File: config.mk
export PLATFORM = sky130hd
export DESIGN_NAME = code_entry_ctrl
export DESIGN_NICKNAME = d
export VERILOG_FILES = /design/src/rtl/door_pkg.sv /design/src/rtl/cycle_timer.sv /design/src/rtl/code_entry_ctrl.sv
export SDC_FILE = /design/constraint.sdc
export NUM_CORES = 1
export LEC_CHECK = 0
export ABC_AREA = 1
export BUFFER_PORTS_ARGS = -buffer_cell sky130_fd_sc_hd__buf_2
export CORE_MARGIN = 5
export CORE_UTILIZATION = 33
export DETAILED_ROUTE_END_ITERATION = 10
export MAX_ROUTING_LAYER = met4
export PLACE_DENSITY_LB_ADDON = 0.15
export SYNTH_ARGS = -nofsm -noshare
export SYNTH_HDL_FRONTEND = slang
export SYNTH_HIERARCHICAL = 1
export SYNTH_SLANG_ARGS = --single-unit
File: constraint.sdc
create_clock -name clk -period 4.2 [get_ports clk]
set_clock_uncertainty 0.1 [all_clocks]
set_input_delay 0 -clock clk [delete_from_list [all_inputs] [get_ports clk]]
set_output_delay 0 -clock clk [all_outputs]
set_load 0.1 [all_outputs]
File: src/rtl/door_pkg.sv
// Shared definitions for the door code-entry controller: FSM states,
// special keypad codes and LCD message selectors.
package door_pkg;

    typedef enum logic [2:0] {
        ST_IDLE  = 3'd0,
        ST_ENTRY = 3'd1,
        ST_CHECK = 3'd2,
        ST_GRANT = 3'd3,
        ST_ALARM = 3'd4
    } state_t;

    localparam logic [3:0] KEY_CLR = 4'hE;
    localparam logic [3:0] KEY_ENT = 4'hF;

    localparam logic [1:0] MSG_IDLE  = 2'b00;
    localparam logic [1:0] MSG_ENTRY = 2'b01;
    localparam logic [1:0] MSG_GRANT = 2'b10;
    localparam logic [1:0] MSG_ALARM = 2'b11;

    function automatic logic [1:0] msg_for(input state_t s);
        case (s)
            ST_ENTRY, ST_CHECK: msg_for = MSG_ENTRY;
            ST_GRANT:           msg_for = MSG_GRANT;
            ST_ALARM:           msg_for = MSG_ALARM;
            default:            msg_for = MSG_IDLE;
        endcase
    endfunction

endpackage

File: src/rtl/cycle_timer.sv
// Down-counting cycle timer: load a value, count down to zero while enabled,
// saturating at zero; done is high whenever the count is zero.
module cycle_timer #(
    parameter int W = 8
) (
    input  logic         clk,
    input  logic         reset,
    input  logic         load,
    input  logic [W-1:0] load_val,
    input  logic         count,
    output logic         done
);

    logic [W-1:0] cnt;

    always_ff @(posedge clk) begin
        if (!reset) begin
            cnt <= '0;
        end else if (load) begin
            cnt <= load_val;
        end else if (count && cnt != '0) begin
            cnt <= cnt - W'(1);
        end
    end

    assign done = (cnt == '0);

endmodule

File: src/rtl/code_entry_ctrl.sv
// Keypad door-code controller with grant and lockout timing.
// Optional feature: define ENTRY_TIMEOUT_EN for an ENTRY inactivity timeout.
module code_entry_ctrl
    import door_pkg::*;
#(
    parameter logic [15:0] CODE        = 16'h4693,
    parameter int          MAX_TRIES   = 3,
    parameter int          TIMEOUT_CYC = 250000000,
    parameter int          GRANT_CYC   = 150000000,
    parameter int          LOCKOUT_CYC = 500000000
) (
    input  logic       clk,
    input  logic       reset,
    input  logic       presence,
    input  logic       key_valid,
    input  logic [3:0] key_code,
    output logic       unlock,
    output logic       alarm,
    output logic [2:0] digit_count,
    output logic [1:0] tries,
    output logic [1:0] msg_sel
);

    localparam int MAX_GL  = (GRANT_CYC > LOCKOUT_CYC) ? GRANT_CYC : LOCKOUT_CYC;
    localparam int MAX_CYC = (TIMEOUT_CYC > MAX_GL) ? TIMEOUT_CYC : MAX_GL;
    localparam int TW      = (MAX_CYC > 1) ? $clog2(MAX_CYC) : 1;

    // The timer is loaded with N-1 so that a state held until done lasts N cycles.
    localparam logic [TW-1:0] GRANT_LOAD   = TW'(GRANT_CYC - 1);
    localparam logic [TW-1:0] LOCKOUT_LOAD = TW'(LOCKOUT_CYC - 1);
`ifdef ENTRY_TIMEOUT_EN
    localparam logic [TW-1:0] TIMEOUT_LOAD = TW'(TIMEOUT_CYC - 1);
`endif

    state_t         state, state_n;
    logic [15:0]    buffer, buffer_n;
    logic [2:0]     count_n;
    logic [1:0]     tries_n;
    logic           tmr_load, tmr_count, tmr_done;
    logic [TW-1:0]  tmr_val;

    // GRANT, ALARM and the ENTRY timeout never overlap, so one timer serves all three.
    cycle_timer #(.W(TW)) u_timer (
        .clk      (clk),
        .reset    (reset),
        .load     (tmr_load),
        .load_val (tmr_val),
        .count    (tmr_count),
        .done     (tmr_done)
    );

    always_comb begin
        state_n   = state;
        buffer_n  = buffer;
        count_n   = digit_count;
        tries_n   = tries;
        tmr_load  = 1'b0;
        tmr_val   = '0;
        tmr_count = 1'b0;

        case (state)
            ST_IDLE: begin
                if (presence) begin
                    state_n  = ST_ENTRY;
                    buffer_n = '0;
                    count_n  = '0;
`ifdef ENTRY_TIMEOUT_EN
                    tmr_load = 1'b1;
                    tmr_val  = TIMEOUT_LOAD;
`endif
                end
            end

            ST_ENTRY: begin
                if (!presence) begin
                    state_n  = ST_IDLE;
                    buffer_n = '0;
                    count_n  = '0;
                end else if (key_valid) begin
`ifdef ENTRY_TIMEOUT_EN
                    tmr_load = 1'b1;
                    tmr_val  = TIMEOUT_LOAD;
`endif
                    if (key_code <= 4'd9) begin
                        if (digit_count < 3'd4) begin
                            buffer_n = {buffer[11:0], key_code};
                            count_n  = digit_count + 3'd1;
                        end
                    end else if (key_code == KEY_CLR) begin
                        buffer_n = '0;
                        count_n  = '0;
                    end else if (key_code == KEY_ENT) begin
                        state_n = ST_CHECK;
                    end
                end else begin
`ifdef ENTRY_TIMEOUT_EN
                    if (tmr_done) begin
                        state_n  = ST_IDLE;
                        buffer_n = '0;
                        count_n  = '0;
                    end else begin
                        tmr_count = 1'b1;
                    end
`endif
                end
            end

            ST_CHECK: begin
                if (digit_count == 3'd4 && buffer == CODE) begin
                    state_n  = ST_GRANT;
                    tries_n  = '0;
                    tmr_load = 1'b1;
                    tmr_val  = GRANT_LOAD;
                end else if (int'(tries) + 1 == MAX_TRIES) begin
                    state_n  = ST_ALARM;
                    tries_n  = tries + 2'd1;
                    tmr_load = 1'b1;
                    tmr_val  = LOCKOUT_LOAD;
                end else begin
                    state_n  = ST_ENTRY;
                    tries_n  = tries + 2'd1;
                    buffer_n = '0;
                    count_n  = '0;
`ifdef ENTRY_TIMEOUT_EN
                    tmr_load = 1'b1;
                    tmr_val  = TIMEOUT_LOAD;
`endif
                end
            end

            ST_GRANT: begin
                if (tmr_done) begin
                    state_n  = ST_IDLE;
                    buffer_n = '0;
                    count_n  = '0;
                end else begin
                    tmr_count = 1'b1;
                end
            end

            ST_ALARM: begin
                if (tmr_done) begin
                    state_n  = ST_IDLE;
                    tries_n  = '0;
                    buffer_n = '0;
                    count_n  = '0;
                end else begin
                    tmr_count = 1'b1;
                end
            end

            default: begin
                state_n = ST_IDLE;
            end
        endcase
    end

    // Outputs are registered from the next state so they line up with it.
    always_ff @(posedge clk) begin
        if (!reset) begin
            state       <= ST_IDLE;
            buffer      <= '0;
            digit_count <= '0;
            tries       <= '0;
            unlock      <= 1'b0;
            alarm       <= 1'b0;
            msg_sel     <= MSG_IDLE;
        end else begin
            state       <= state_n;
            buffer      <= buffer_n;
            digit_count <= count_n;
            tries       <= tries_n;
            unlock      <= (state_n == ST_GRANT);
            alarm       <= (state_n == ST_ALARM);
            msg_sel     <= msg_for(state_n);
        end
    end

endmodule

# Yosys cells after proc, flatten, opt, wreduce, memory -nomap -nowiden
# Cells that the tools add are included.
[word_totals]
register_bits = 57
word_cells = 91
inputBits = 8
[classes]
magnitude_cmp = 2
reduce_logical = 12
n_eq_ne = 21
muxes = 44
addsub = 4
[op_table]
columns = ["op", "count"]
rows = [
  ["$mux 29", 5],
  ["$mux 16", 9],
  ["$pmux 16 s4", 1],
  ["$mux 3", 18],
  ["$logic_not 29->1", 1],
  ["$reduce_bool 29->1", 1],
  ["$sub 29x1->29 const B", 1],
  ["$pmux 3 s4", 2],
  ["$eq 16x15->1 const B", 1],
  ["$eq 3x2->1 const B", 5],
  ["$eq 3x3->1 const B", 3],
  ["$eq 4x4->1 const B", 2],
  ["$ne 2x2->1 const B", 4],
  ["$ne 4x4->1 const B", 2],
  ["$reduce_and 8->1", 1],
  ["$eq 3x1->1 const B", 2],
  ["$pmux 2 s3", 1],
  ["$mux 1", 5],
  ["$le 4x4->1 const B", 1],
  ["$mux 2", 2],
  ["$pmux 2 s2", 1],
  ["$reduce_bool 2->1", 2],
  ["$reduce_bool 4->1", 1],
  ["$reduce_or 2->1", 2],
  ["other kinds (9)", 10],
]

# Depth between registers and ports, before layout
[depth]
depth_word = 10
depth_mapped = 14
ltp_nobuf = 13

# Modules after synthesis
# Netlist, hierarchy kept.
[by_module_without_submodules]
columns = ["mod", "instances", "area_per_inst_um2", "cells_per_inst"]
rows = [
  ["cycle_timer", 1, 2253.4, 369],
  ["code_entry_ctrl", 1, 1709.1, 250],
]

# Least setup slack after synthesis
# Ideal clock, no wire load.
[synth_path]
kind = "flip-flop to flip-flop"
start = "register digit_count[0]"
end = "register u_timer.cnt[10]"
t_arrival_ps = 2740
path_slack_ps = 1228
n_path_buf = 3
setup_time_ps = 132
t_required_ps = 3968
path_stages_with_launch = 14
synth_period_minus_slack_ps = 2972
path_cell_list = "dfxtp_1 inv_1 ha_1 nand4_1 nor2_1 nand3_2 nand2_2 buf_2 inv_1 buf_2 clkbuf_1 nand3_1 nand3_1 a21oi_1"
[synth_via]
elab_chain_cells = 5
elab_cells_between_ends = 8
classes_between = "eq/ne: 1; mux: 5; reduce/logical: 2"
[synth_lines]
columns = ["element", "line", "text"]
rows = [
  ["start: declaration", "code_entry_ctrl.sv:19", "output logic [2:0] digit_count,"],
  ["start signal: assignment", "code_entry_ctrl.sv:171", "digit_count <= count_n;"],
  ["$eq 3x3->1 *", "code_entry_ctrl.sv:109", "if (digit_count == 3'd4 && buffer == CODE) begin"],
  ["$logic_and 1x1->1 *", "code_entry_ctrl.sv:109", ""],
  ["$mux 1 *", "code_entry_ctrl.sv:109", ""],
  ["$mux 1 *", "code_entry_ctrl.sv:61", "case (state)"],
  ["via tmr_load", "code_entry_ctrl.sv:39", "logic tmr_load, tmr_count, tmr_done;"],
  ["$mux 29 / $reduce_bool 2->1 (equally long branches)", "--", ""],
  ["end signal: assignment", "cycle_timer.sv:20", "cnt <= load_val;"],
  ["end signal: assignment", "cycle_timer.sv:22", "cnt <= cnt - W'(1);"],
  ["end: declaration", "cycle_timer.sv:14", "logic [W-1:0] cnt;"],
]
# Mark *: on every way through the listed nets, which the timed path passes. The rest lies on a longest branch.
# A chain may end at the register's enable or synchronous reset.

# Final worst setup path
[layout_path]
start = "register digit_count[0]"
end = "register u_timer.cnt[1]"
# Same word-level chain as after synthesis.

==> flow_summary.yaml <==
outcome:
  status: "completed"
power_and_ir_drop:
  p_int_mw: 1.14
  p_sw_share_pct: 24.4
  p_sw_mw: 0.368
  p_clk_share_pct: 52.8
  peakVddDrop_mv: 0.152
  p_leak_nw: 2.14
  power.density_nw_per_um2: 336
  combPwrFrac_pct: 9.1
  seqPwrFrac_pct: 38.1
finish:
  final_nets: 649
  areaGrowthSynthToFinish_pct: 13.3
  num-fill-cells: 1306
  post-route-util_pct: 37.7
  drive_gt1_share_pct: 16.8
  antenna_cells: 0
clock_network:
  cts_tree: "yes"
  htreeDepth: 3
  cts.path.max_buffers: 2
  insertion_delay_ps: 330
  cts_sinks: 57
  root_buffer: "clkbuf_16"
  post-cts-setup-buffers: 0
  numCtsBuffers: 9
  path_clk_slew_ps: 50
detailed_routing:
  wl_met2_um: 4700
  ant_nets: 0
  met3_length_um: 473
  dr.pass1.iters: 5
  vias_per_cell: 4.87
  vias: 3834
  routed_wl_um: 10500
  top_layer: "met4"
  wl_met1_um: 5200
  route.detailed.drc: 0
  drtIter0Drc: 254
  wl_per_cell_um: 13.3
run:
  maxCapViolations: 0
setup_path:
  end_kind: "flip-flop"
  crit_chain: "inv_1 > ha_1 > nand4_1 > nor2_1 > nand3_2 > nand2_2 > inv_1 > buf_4 > nand2_4 > o21ai_0 > a21oi_1"
  cp_max_fo: 36
  path_class: "reg2reg"
  critPathMaxStageDelay_ps: 430
  crit-reg2reg-launch: "digit_count[0]$_SDFFE_PN0P_"
  worstPathRequired_ps: 4300
  critPathBufInv: 3
  cp_common_cell: "inv_1"
  rr_endpoint: "u_timer/cnt[1]$_SDFFE_PN0P_"
  critPathLaunchType: "flip-flop"
  r2r_cells: 11
  ff2ff_setup_slack_ps: 1650
  critical-path-top-delay-family: "buffers and inverters"
  crit_slowest_cell: "buf_4"
  crit_arrival_ps: 2650
timing:
  tns_ps: 0
  fmax_mhz: 392
  drv_slew: 0
  hold_viol_final: 0
  grt_setup_unrepaired: "no"
  tightest_slew_ps: 843
  finalCritPeriodShare_pct: 60.7
  maxSlewHeadroom_pct: 43.7
  fin_crit_ps: 2550
  setup_viol: 0
logic_synthesis:
  syn_area_sq_um: 3960
  ys_ff_latch: 57
  yosysMostFrequentCell: "nand2_1"
  ys_warn_count: 6
  netlist_top_cells_area: "dfxtp_1 29%, nand2_1 15%, nor2_1 9.3%"
  synth.avg_cell_area_sq_um: 6.40
  ys_seq_area_share_pct: 28.8
  synth_edf_count: 0
  synth_cells: 619
  synth_cell_types: 43
  synth_common_cells: "155 x nand2_1, 98 x nor2_1, 72 x nand3_1"
  yosys.area.top_type: "dfxtp_1"
  ys.flop_type: "dfxtp_1"
  synth_top_cell_area_share_pct: 28.8
  synth-async-reset-ratio_pct: 0
place:
  gp_congestion: 0.850
  io_buffers: 16
  hpwl_um: 7260
global_route:
  grt_use_total_pct: 15.6
  grt_start_max_net_pins: 40
  overflow: 0
  grt_pass1_vias: 3576
  grt_pass1_wl_um: 17500
  antenna_found_initial: 0
floorplanning:
  core_sq_um: 11900
  dieArea_sq_um: 14300
  initial_core_util_pct: 33.3
  rows: 40
  die_h_um: 120
  top_level_ports: 17
  dieWidth_um: 120
worst_hold_path:
  min_to: "state[0]$_SDFF_PN0_"
  holdPathStages: 6
  min_path_type: "in2reg"
  min_from: "key_code[1]"
[worst reg2reg max path, cell delays in order (launching register included)]
cell	delay, ps
dfxtp_1	360
inv_1	70
ha_1	230
nand4_1	100
nor2_1	60
nand3_2	120
nand2_2	60
inv_1	340
buf_4	430
nand2_4	260
o21ai_0	220
a21oi_1	60
[flip-flops by register name, indices dropped and copies added (netlist names)]
register and cells:
alarm 1, buffer 16, digit_count 3, msg_sel 2, state 3, tries 2, u_timer/cnt 29, unlock 1
[metal layers]
metal / up-vias / track usage (%)
li1: 2013 / -
met1: 1745 / 21.1
met2: 68 / 23.8
met3: 8 / 2.83
met4: 0 / 4.72
met5: - / -
[stage by stage]
stage	instances	cell area [sq um]	worst slack [ps]	hold slack [ps]	power, mW
after floorplan	622	3970	1230	17.5	0.696
after global placement	767	4110	1700	288	0.719
after detailed placement	767	4110	1640	296	0.720
after CTS	788	4490	1640	63.4	1.53
after global routing	788	4490	1380	152	1.57
final	788	4490	1650	89.9	1.51
[layout make-up]
type                            instances  area, sq um  share of cell area (%)
Clock buffer                           15          298                    6.63
Clock inverter                          1         30.0                   0.669
Inverter                               55          208                    4.63
Multi-Input combinational cell        490         2480                    55.3
Sequential cell                        57         1140                    25.4
Tap cell                              147          184                    4.10
Timing Repair Buffer                   23          145                    3.23
[how the worst max path moves through the flow]
stage | startpoint | end | slack, ps | cells past startpoint
after floorplan | digit_count[0]$_SDFFE_PN0P_ | u_timer/cnt[10]$_SDFFE_PN0P_ | 1230 | 13
after global placement | u_timer/cnt[12]$_SDFFE_PN0P_ | u_timer/cnt[1]$_SDFFE_PN0P_ | 1700 | 12
after detailed placement | digit_count[0]$_SDFFE_PN0P_ | u_timer/cnt[1]$_SDFFE_PN0P_ | 1640 | 11
after CTS | digit_count[0]$_SDFFE_PN0P_ | u_timer/cnt[1]$_SDFFE_PN0P_ | 1640 | 11
after global routing | digit_count[0]$_SDFFE_PN0P_ | u_timer/cnt[1]$_SDFFE_PN0P_ | 1380 | 11
final | digit_count[0]$_SDFFE_PN0P_ | u_timer/cnt[1]$_SDFFE_PN0P_ | 1650 | 11
[cells in the final DEF (no fill, tap or decap), drive strengths merged, types with 2 or more instances in the layout]
master       count
dlygate4sd3      5
inv             54
clkbuf          15
dfxtp           57
or2              8
nor4             2
xor2             6
a31oi            2
nand2          167
nand4           12
a21oi           33
ha               5
conb             4
nor3             5
nor2           131
xnor2            9
o21ai           15
nand3           80
nand3b           5
buf             18
[power groups by stage]
stage | clock, mW | combinational, mW | sequential, mW
floorplan | 0 | 0.0930 | 0.603
global placement | 0 | 0.134 | 0.585
detailed placement | 0 | 0.135 | 0.585
CTS | 0.814 | 0.138 | 0.574
global route | 0.844 | 0.153 | 0.577
finish | 0.795 | 0.137 | 0.575
[logic make-up (layout without fill, tap and decap cells)]
group / Yosys count / count (layout) / synth area share [%]
AOI/OAI and AO/OA: 54 / 54 / 7.42
xor gates and xnor gates: 15 / 15 / 3.32
adders and majority gates: 5 / 5 / 1.58
buffers and inverters: 75 / 94 / 8.81
DFF: 57 / 57 / 28.8
muxes: 1 / 1 / 0.253
other: 1 / 4 / 0.0946
and+or+nand+nor: 411 / 411 / 49.7
[repair_timing]
item	in CTS	in global routing
gates resized for setup	0	0
hold buffers	5	0
hold endpoints to repair	5	0
No activity file was read; power rests on OpenSTA's default activity.
